`config.mk`:
```
export PLATFORM = sky130hd
export DESIGN_NAME = ram_sync_access_ctrl
export DESIGN_NICKNAME = d
export VERILOG_FILES = /design/src/rtl/ram_sync_access_ctrl.sv
export SDC_FILE = /design/constraint.sdc
export NUM_CORES = 1
export LEC_CHECK = 0
export CAP_MARGIN = 40
export CORE_ASPECT_RATIO = 0.6
export CORE_MARGIN = 3
export CORE_UTILIZATION = 27
export DETAILED_ROUTE_END_ITERATION = 6
export MAX_ROUTING_LAYER = met4
export PLACE_DENSITY = 0.81
export SYNTH_ARGS = -nofsm -noshare
export SYNTH_HDL_FRONTEND = slang
export SYNTH_SLANG_ARGS = --single-unit
```
`constraint.sdc`:
```
create_clock -name clock -period 2.1 [get_ports clock]
set_input_delay 0.315 -clock clock [delete_from_list [all_inputs] [get_ports clock]]
set_output_delay 0.315 -clock clock [all_outputs]
set_load 0.01 [all_outputs]
```
`src/rtl/ram_sync_access_ctrl.sv`:
```
// ram_sync_access_ctrl: burst controller in front of a single-port synchronous RAM.
// Accepts write/read bursts (start address plus beats-minus-one) and sequences
// the RAM address, data and write enable one beat at a time.
// Optional feature: define RAM_CTRL_BOUNDS_EN to reject bursts that would run
// past the top of the RAM (err pulse, no RAM access) instead of wrapping.
module ram_sync_access_ctrl #(
  parameter int unsigned AWIDTH = 3,
  parameter int unsigned DWIDTH = 32
) (
  input  logic              clock,
  input  logic              reset,
  input  logic              req_valid,
  output logic              req_ready,
  input  logic              req_write,
  input  logic [AWIDTH-1:0] req_addr,
  input  logic [AWIDTH-1:0] req_len,
  input  logic              wr_valid,
  output logic              wr_ready,
  input  logic [DWIDTH-1:0] wr_data,
  output logic              rd_valid,
  input  logic              rd_ready,
  output logic [DWIDTH-1:0] rd_data,
  output logic              rd_last,
  output logic              done,
  output logic              err,
  output logic [AWIDTH-1:0] ram_addr,
  output logic [DWIDTH-1:0] ram_din,
  output logic              ram_we,
  input  logic [DWIDTH-1:0] ram_dout
);

  typedef enum logic [1:0] {
    IDLE    = 2'd0,
    WRITE   = 2'd1,
    RD_ADDR = 2'd2,
    RD_RESP = 2'd3
  } state_t;

  state_t            state;
  logic [AWIDTH-1:0] cur_addr;
  logic [AWIDTH-1:0] count;
  logic [AWIDTH-1:0] len;
  logic              accept;
  logic              reject;
  logic              wr_beat;

  assign accept  = req_valid && req_ready;
  assign wr_beat = wr_valid && wr_ready;

`ifdef RAM_CTRL_BOUNDS_EN
  // Carry out of the one-bit-wider sum means the last beat lands past DEPTH-1.
  logic [AWIDTH:0] end_addr;
  assign end_addr = {1'b0, req_addr} + {1'b0, req_len};
  assign reject   = end_addr[AWIDTH];
`else
  assign reject = 1'b0;
`endif

  // RAM side: address comes straight from the burst pointer register; the write
  // strobe follows the beat handshake so a stalled beat never touches the RAM,
  // and reset masks it so an abandoned burst cannot write on the reset edge.
  assign ram_addr = cur_addr;
  assign ram_we   = wr_beat && !reset;
  assign ram_din  = (wr_ready && !reset) ? wr_data : '0;

  // Read data is the RAM output; the address is held in RD_RESP so it stays stable.
  assign rd_data = ram_dout;

  // Burst sequencer: state, pointers and registered handshake/status outputs.
  always_ff @(posedge clock) begin
    if (reset) begin
      state     <= IDLE;
      req_ready <= 1'b0;
      wr_ready  <= 1'b0;
      rd_valid  <= 1'b0;
      rd_last   <= 1'b0;
      done      <= 1'b0;
      err       <= 1'b0;
      cur_addr  <= '0;
      count     <= '0;
      len       <= '0;
    end else begin
      done <= 1'b0;
      err  <= 1'b0;
      case (state)
        IDLE: begin
          req_ready <= 1'b1;
          if (accept) begin
            if (reject) begin
              err <= 1'b1;
            end else begin
              cur_addr  <= req_addr;
              len       <= req_len;
              count     <= '0;
              req_ready <= 1'b0;
              if (req_write) begin
                state    <= WRITE;
                wr_ready <= 1'b1;
              end else begin
                state <= RD_ADDR;
              end
            end
          end
        end

        WRITE: begin
          if (wr_beat) begin
            cur_addr <= cur_addr + AWIDTH'(1);
            count    <= count + AWIDTH'(1);
            if (count == len) begin
              state     <= IDLE;
              wr_ready  <= 1'b0;
              req_ready <= 1'b1;
              done      <= 1'b1;
            end
          end
        end

        RD_ADDR: begin
          state    <= RD_RESP;
          rd_valid <= 1'b1;
          rd_last  <= (count == len);
        end

        RD_RESP: begin
          if (rd_ready) begin
            rd_valid <= 1'b0;
            rd_last  <= 1'b0;
            if (rd_last) begin
              state     <= IDLE;
              req_ready <= 1'b1;
              done      <= 1'b1;
            end else begin
              cur_addr <= cur_addr + AWIDTH'(1);
              count    <= count + AWIDTH'(1);
              state    <= RD_ADDR;
            end
          end
        end

        default: begin
          state <= IDLE;
        end
      endcase
    end
  end

endmodule

```
==> summary.md <==
| Metric | Value |
|---|---|
| Bufs on Longest Clock Path | `2` |
| Syn Inst Count | `161` |
| Initial Utilization | `0.294` |
| Setup_tns | `0 ns` |
| Number of flops mapped to enable cells by yosys | `0` |
| Startpoint type of the worst setup path | `input port` |
| Site row count | `18` |
| Via density | `4.43` |
| Routed Antenna Nets | `0` |
| PwrDens | `447 mW/mm²` |
| Fill cells | `424` |
| Top Ports | `150` |
| Reg2Reg Capture Point | `state[1]$_SDFFE_PP0P_` |
| Cell taking the most area after synthesis | `dfxtp_1` |
| H-tree levels | `1` |
| Post-CTS setup buffer count | `0` |
| YS warnings | `0` |
| WL per Instance | `14.2 µm` |
| F_max | `0.546 GHz` |
| Setup violators final | `0` |
| Die X | `94.4 µm` |
| CTS Root Cell | `clkbuf_8` |
| Post-Layout Cell Count | `272` |
| Reg-to-reg startpoint | `count[1]$_SDFFE_PP0P_` |
| Max Slew Vio Count | `0` |
| Maximum number of pins on one net before global-route repair | `34` |
| Post-DP Area | `0.00195 mm²` |
| Cells after DPL | `269` |
| CP Class | `in2out` |
| Overall Power | `0.925 mW` |
| Required @ worst endpoint | `1.78 ns` |
| TritonCTS clock tree | `built` |
| VDD IR max | `0.196 mV` |
| Reg2Reg Depth | `4` |
| Syn_nets | `239` |
| Post-DP HPWL | `3.03 mm` |
| Synth unique cells | `32` |
| R2R setup slack | `0.54 ns` |
| Overall Global Routing Usage | `0.136` |
| Synthesis-to-finish area growth | `63.6%` |
| Crit Path Max Fanout | `33` |
| Post-layout minimum cycle time | `1.83 ns` |
| Clock Sink Count | `16` |
| CTS Buf Count | `3` |
| Hold Path Stages | `2` |
| Buffers on Ports | `84` |
| Global-route wire length before repair | `5.72 mm` |
| Worst Hold Launch | `ram_addr[2]$_SDFFE_PP0P_` |
| Crit. End Element | `primary output` |
| Synth Cell Area | `0.00126 mm²` |
| Post-Route WL | `3.87 mm` |
| Post-route cell area | `0.00207 mm²` |
| Hold Crit Endpoint | `ram_addr[2]$_SDFFE_PP0P_` |
| Status | `finished, final reports clean` |
| GPL Wtd Cong | `0.875` |
| Clk Latency, worst-skew pair | `0.25 ns` |
| Placeable Area | `0.00430 mm²` |
| Remaining DRCs | `0` |
| Share of layout cells above drive strength 1 | `0.0613` |
| Die Y | `59.0 µm` |
| Synth area leaders | `dfxtp_1 25%, buf_4 20%, and2_1 16%` |
| 1st-pass router iterations | `4` |
| Ant. Diodes | `0` |
| Register area | `320 µm²` |
| Global route overflow | `0` |
| Sequential element share of the synthesized area | `0.253` |
| Clk pin slew, worst setup/hold paths | `0.06 ns` |
| Initial antenna violation count | `0` |
| Multi-input gate area | `648 µm²` |
| Synth top cells by count | `33 x and2_1, 33 x buf_4, 16 x dfxtp_1` |
| Tcrit/Tclk final | `0.872` |
| Detailed Route Iter0 Violations | `73` |
| #FFs+latches synth | `16` |
| Max-cap violations | `0` |
| Most used DFF post-synth | `dfxtp_1` |
| RSZ-0062 raised after global routing | `no` |
| Die Footprint | `0.00557 mm²` |
| Final hold slack | `0.508 ns` |
| HP Class | `reg2reg` |
| Share of the synthesized area in the top cell type | `0.253` |
| Via count | `1,204` |
| Fin Clk Skew | `0.00420 ns` |
| Endpoints failing hold | `0` |
| Asr flop ratio synth | `0` |
| Leak | `1.34 nW` |
| Worst EP arrival | `1.52 ns` |
| Vias in the first global route | `1,181` |
| Mapped Avg Cell Area | `7.86 µm²` |
| Net count, final | `292` |
power by group:
group | total, mW | switching (mW) | internal [mW]
combinational | 0.336 | 0.140 | 0.196
clock | 0.233 | 0.106 | 0.127
sequential | 0.355 | 0.0242 | 0.331
total | 0.925 | 0.270 | 0.655
stage by stage:
| step | utilization | worst slack, ns |
|---|---|---|
| 2_1_floorplan | - | 0.604 |
| 4_1_cts | 0.463 | 0.00318 |
| 3_5_place_dp | 0.453 | -0.0426 |
| 6_report | 0.481 | 0.270 |
| 5_1_grt | 0.481 | 0.193 |
| 3_3_place_gp | 0.453 | -0.0493 |
kinds of logic (layout without fill, tap and decap cells):
kind of cell    after synthesis  in the layout  share of synthesized area
compound gates               18             18                      0.101
xor+xnor                      4              4                     0.0277
fa+ha+maj                     2              2                     0.0198
buf+inv                      44             95                      0.236
flops                        16             16                      0.253
mux                           5              5                     0.0396
other cells                   1              1                    0.00296
simple gates                 71             71                      0.319
worst max-delay path, cell delays in order:
cell and delay (ns):
clkdlybuf4s50_1 0.44, nor2b_2 0.17, buf_12 0.17, and2_1 0.14, dlygate4sd2_1 0.27
placed cells by master, fill, tap and decap left out, drive strengths merged, types with 2 or more instances in the layout:
master,instances
a211oi,2
a21oi,4
a31oi,2
and2,33
and4b,2
buf,7
clkbuf,3
clkdlybuf4s50,51
dfxtp,16
dlygate4sd2,2
dlymetal6s2s,31
ha,2
mux2i,5
nand2,7
nand3,5
nor2,12
nor2b,2
nor3,6
o21a,3
o21ai,2
or3,2
xor2,3
routing by layer:
| layer | track usage | vias up | wire [µm] |
|---|---|---|---|
| li1 | - | 602 | - |
| met1 | 0.177 | 539 | 1640 |
| met2 | 0.194 | 57 | 1810 |
| met3 | 0.0558 | 6 | 373 |
| met4 | 0.0391 | 0 | 45 |
| met5 | - | - | 0 |
registers in the layout, summed over array words and instances (netlist names):
| name | count |
|---|---|
| rd_valid | 1 |
| done | 1 |
| ram_addr | 3 |
| state | 2 |
| wr_ready | 1 |
| rd_last | 1 |
| req_ready | 1 |
| len | 3 |
| count | 3 |
worst max-delay path by stage:
stage,start,endpoint,slack (ns),cells past startpoint
2_1_floorplan,req_ready$_SDFFE_PP0P_,count[0]$_SDFFE_PP0P_,0.60,6
3_3_place_gp,reset,ram_din[8],-0.05,5
3_5_place_dp,reset,ram_din[7],-0.04,5
4_1_cts,reset,ram_din[8],0.003,5
5_1_grt,reset,ram_din[29],0.19,5
6_report,reset,ram_din[29],0.27,5
cell type report:
type,count,area share
timing repair buffer,91,0.474
multi-input combinational,101,0.313
sequential,16,0.155
tap,60,0.0363
clock buffer,3,0.0200
inverter,1,0.00181
what timing repair did:
action	4_1_cts	5_1_grt
hold buffers	0	0
endpoints found under the setup margin	33	31
gates resized for setup	3	31
endpoints found under the hold margin	0	0
(Power assumes the default switching activity.)
